## config.mk

```make
export PLATFORM = sky130hd
export DESIGN_NAME = fetch_ctrl
export DESIGN_NICKNAME = d
export VERILOG_FILES = /design/src/rtl/fetch_ctrl.sv
export SDC_FILE = /design/constraint.sdc
export NUM_CORES = 1
export LEC_CHECK = 0
export BUFFER_PORTS_ARGS = -buffer_cell sky130_fd_sc_hd__buf_4
export CAP_MARGIN = 20
export CORE_AREA = 2 2 82 84
export DETAILED_ROUTE_END_ITERATION = 8
export DIE_AREA = 0 0 84 86
export PLACE_DENSITY = 0.78
export RECOVER_POWER = 25
export SLEW_MARGIN = 20
export SYNTH_ARGS = -nofsm -noshare
export SYNTH_HDL_FRONTEND = slang
export SYNTH_SLANG_ARGS = --single-unit
```

## constraint.sdc

```tcl
create_clock -name clk -period 2.86 [get_ports clk]
set_input_delay 0.143 -clock clk [delete_from_list [all_inputs] [get_ports clk]]
set_output_delay 0.143 -clock clk [all_outputs]
set_load 0.02 [all_outputs]
```

## src/rtl/fetch_ctrl.sv

```systemverilog
// Instruction-fetch controller: owns PC and IR, freezes on stall, inserts a NOP
// bubble on the delayed program-memory gate, redirects on jumps and latches halt.
module fetch_ctrl #(
   parameter int AW    = 8,
   parameter int DW    = 32,
   parameter int CNT_W = 16
) (
   input  logic             clk,
   input  logic             reset,
   input  logic             stall,
   input  logic             stall_pm,
   input  logic [AW-1:0]    jump_target,
   input  logic [DW-1:0]    pm_data,
   output logic [AW-1:0]    pm_addr,
   output logic [DW-1:0]    ir,
   output logic [0:5]       op,
   output logic             halted,
   output logic [CNT_W-1:0] stall_cnt,
   output logic             proto_err
);

   typedef enum logic [1:0] {
      RUN       = 2'd0,
      JUMP_WAIT = 2'd1,
      HALTED    = 2'd2
   } state_t;

   localparam logic [5:0]       OP_HLT  = 6'b010001;
   localparam logic [3:0]       OP_JUMP = 4'b0111;
   localparam logic [AW-1:0]    PC_ONE  = {{(AW-1){1'b0}}, 1'b1};
   localparam logic [CNT_W-1:0] CNT_ONE = {{(CNT_W-1){1'b0}}, 1'b1};
   localparam logic [CNT_W-1:0] CNT_MAX = {CNT_W{1'b1}};

   function automatic logic is_halt(input logic [0:5] opc);
      return (opc == OP_HLT);
   endfunction

   function automatic logic is_jump(input logic [0:5] opc);
      return (opc[0:3] == OP_JUMP);
   endfunction

   state_t           state_q, state_d;
   logic [AW-1:0]    pc_q, pc_d;
   logic [DW-1:0]    ir_q, ir_d;
   logic [AW-1:0]    tgt_q, tgt_d;
   logic             halted_q, halted_d;
   logic [CNT_W-1:0] cnt_q, cnt_d;
   logic             shadow_q, shadow_d;
   logic             perr_q, perr_d;

   // State and datapath registers with synchronous active-low reset
   always_ff @(posedge clk) begin
      if (!reset) begin
         state_q  <= RUN;
         pc_q     <= {AW{1'b0}};
         ir_q     <= {DW{1'b0}};
         tgt_q    <= {AW{1'b0}};
         halted_q <= 1'b0;
         cnt_q    <= {CNT_W{1'b0}};
         shadow_q <= 1'b0;
         perr_q   <= 1'b0;
      end else begin
         state_q  <= state_d;
         pc_q     <= pc_d;
         ir_q     <= ir_d;
         tgt_q    <= tgt_d;
         halted_q <= halted_d;
         cnt_q    <= cnt_d;
         shadow_q <= shadow_d;
         perr_q   <= perr_d;
      end
   end

   // Next-state logic; HLT outranks JUMP while stalled
   always_comb begin
      state_d = state_q;
      case (state_q)
         RUN: begin
            if (stall) begin
               if (is_halt(op)) begin
                  state_d = HALTED;
               end else if (is_jump(op)) begin
                  state_d = JUMP_WAIT;
               end else begin
                  state_d = RUN;
               end
            end else begin
               state_d = RUN;
            end
         end
         JUMP_WAIT: begin
            if (stall) begin
               if (is_halt(op)) begin
                  state_d = HALTED;
               end else begin
                  state_d = JUMP_WAIT;
               end
            end else begin
               state_d = RUN;
            end
         end
         HALTED:  state_d = HALTED;
         default: state_d = RUN;
      endcase
   end

   // PC/IR update, jump-target capture, stall counter and protocol check
   always_comb begin
      pc_d  = pc_q;
      ir_d  = ir_q;
      tgt_d = tgt_q;
      case (state_q)
         RUN: begin
            if (stall) begin
               if (is_jump(op)) begin
                  tgt_d = jump_target;
               end else begin
                  tgt_d = tgt_q;
               end
            end else if (stall_pm) begin
               ir_d = {DW{1'b0}};
            end else begin
               ir_d = pm_data;
               pc_d = pc_q + PC_ONE;
            end
         end
         JUMP_WAIT: begin
            if (stall) begin
               pc_d = pc_q;
            end else if (stall_pm) begin
               ir_d = {DW{1'b0}};
               pc_d = tgt_q;
            end else begin
               ir_d = pm_data;
               pc_d = tgt_q + PC_ONE;
            end
         end
         HALTED:  pc_d = pc_q;
         default: pc_d = pc_q;
      endcase

      halted_d = (state_d == HALTED);

      if (stall && (cnt_q != CNT_MAX)) begin
         cnt_d = cnt_q + CNT_ONE;
      end else begin
         cnt_d = cnt_q;
      end

      shadow_d = stall;
      perr_d   = perr_q | (stall_pm != shadow_q);
   end

   assign pm_addr   = pc_q;
   assign ir        = ir_q;
   assign op        = ir_q[DW-1 -: 6];
   assign halted    = halted_q;
   assign stall_cnt = cnt_q;
   assign proto_err = perr_q;

endmodule

```

==> impl_metrics.yaml <==
worst_hold_path:
  hold_path_class: "input pin to flip-flop"
layout:
  final_cell_mix: "buf_4, dfxtp_1, nand2_1"
  insertedDiodeCount: 0
  area_delta_synth_final_pct: 29.7
  final_util_pct: 63.3
  layout_commonest_cell: "buf_4"
  final_nets: 513
  drive_above_1_share_pct: 21.5
  fin_area_sq_um: 3970
critical_path:
  cp.required_ps: 3080
  crit_arrival_ps: 2120
  cp-end-kind: "flip-flop"
  critPathKind: "flip-flop to flip-flop"
  critPathLaunchType: "flip-flop"
  critPathMaxFanout: 6
grt:
  grt_overflow_total: 0
  grt_pass1_vias: 2703
  grt_first_pass_wirelength_um: 12400
  grt_max_degree: 38
  grt_use_total_pct: 21.0
  antenna_found_initial: 0
timing:
  fin_crit_ps: 1900
  tightest_slew_ps: 688
  final_hold_viol_count: 0
  slew_violations: 0
  whs_ps: 36.2
  rsz0062_at_grt: "no"
  slew_headroom_pct: 54.1
  setup_ws_ps: 956
  timing.final.crit_share_pct: 66.6
  setup_viol: 0
  skew_ps: 7.07
  max_freq_ghz: 0.525
  setup_tns_ps: 0
cts:
  cts_max_level: 3
  numClockSinks: 69
  cts_setup_buffers: 0
  cts_tree: "yes"
  clk_pin_slew_worst_paths_ps: 70
  cts-root-buf: "clkbuf_8"
  holdBufCountCts: 0
  clkLatencyLatePin_ps: 340
  cts_resized: 0
  cts_buffers: 9
  clock_path_buffers: 2
floorplan:
  die_area_sq_um: 7220
  coreArea_sq_um: 6280
  row_count: 29
  boundaryPins: 108
  fp.dieW_um: 84
  start_util_pct: 48.8
  chipHeight_um: 86
pwr:
  p_per_area_nw_per_um2: 535
  p_leak_nw: 1.52
  vdd_drop_max_v: 0.000275
outcome:
  status: "completed"
yosys:
  syn_area_per_cell_sq_um: 8.24
  ys_seq_area_share_pct: 45.1
  yosysWarnings: 0
  synth_fp_nets: 419
  ys_seq_elements: 69
  synth_edf_count: 0
  synth.cell_area_sq_um: 3060
  synth-main-ff-cell: "dfxtp_1"
  synth-async-reset-ratio_pct: 0
  synthDistinctLibCells: 47
  postSynthCellCount: 372
routing:
  drc: 0
  drtAntennaViolNets: 0
  first_pass_iters: 4
  wl_um: 7620
  avgRoutedWirePerCell_um: 13.9
  drtIter0Drc: 133
  via_per_inst: 5.41
  vias: 2958
place:
  pre_cts_ws_ps: 973
  io_buffers: 107
  gp_congestion: 0.876
  hpwl_um: 5400
  placed_area_sq_um: 3870
run:
  maxCapViolCount: 0
## kinds of logic after synthesis
kind of cell	Yosys count	synth area share, %
buf+inv	33	4.98
compound gates	63	12.1
simple gates	174	27.6
xor+xnor	19	5.43
flops	69	45.1
fa+ha+maj	3	1.23
mux	11	3.59
## layer usage
metal	global-route usage [%]	vias up	share of wire, %
met5	0	-	0
met4	9.09	0	2.0
met3	5.77	16	5.3
met2	33.6	88	49
met1	26.6	1374	44
li1	-	1480	-
## critical path: stages, from the launching register on
cell      delay [ps]
dfxtp_1          430
ha_1             270
nand4_2          170
nor2_1           260
nand3b_1         180
o311ai_0         360
o41ai_1          120
## synthesized netlist by cell type, drive strengths merged, types with 4 or more instances
cell type	n	area (sq um)
nor2	39	149
o21ai	7	38.8
nand4	10	75.1
clkbuf	18	68.8
buf	11	68.8
nand2	53	199
dfxtp	69	1380
a31oi	4	25.0
xnor2	12	105
nor3	7	35.0
nand3	38	190
xor2	7	61.3
a21oi	41	205
mux2i	11	110
## power by group
part | internal, mW | switching, mW | leakage (nW) | total, mW
logic | 0.0831 | 0.117 | 0.847 | 0.200
clock network | 0.572 | 0.352 | 0.116 | 0.924
registers | 0.985 | 0.0187 | 0.560 | 1.00
## state kept, by name (all words and copies together), names as in the netlist
name	flops
stall_cnt	16
pm_addr	8
proto_err	1
state_q	2
shadow_q	1
ir	32
tgt_q	8
halted	1
## final timing paths
kind	from	slack, ps	cells after the start	to
worst max-delay path	stall_cnt[0]	960	6	stall_cnt[14]
worst min-delay path	jump_target[7]	40	3	tgt_q[7]
worst max register to register	stall_cnt[0]	960	6	stall_cnt[14]
worst min register to register	ir[8]	450	2	ir[8]
## layout make-up
cell class              instances  area, sq um
multi-input cells             270         1540
clock inverters                 5          100
fillers                       569         2300
well taps                      77         96.3
clock buffers                  10          128
inverters                       4         15.0
flip-flops and latches         69         1380
repair buffers                112          717
## metrics by stage
step / power, mW / instances
2_1_floorplan: 1.14 / 372
3_3_place_gp: 1.24 / 532
3_5_place_dp: 1.24 / 532
4_1_cts: 2.16 / 547
5_1_grt: 2.21 / 547
6_report: 2.13 / 547
Power figures use the tool's default switching activity.
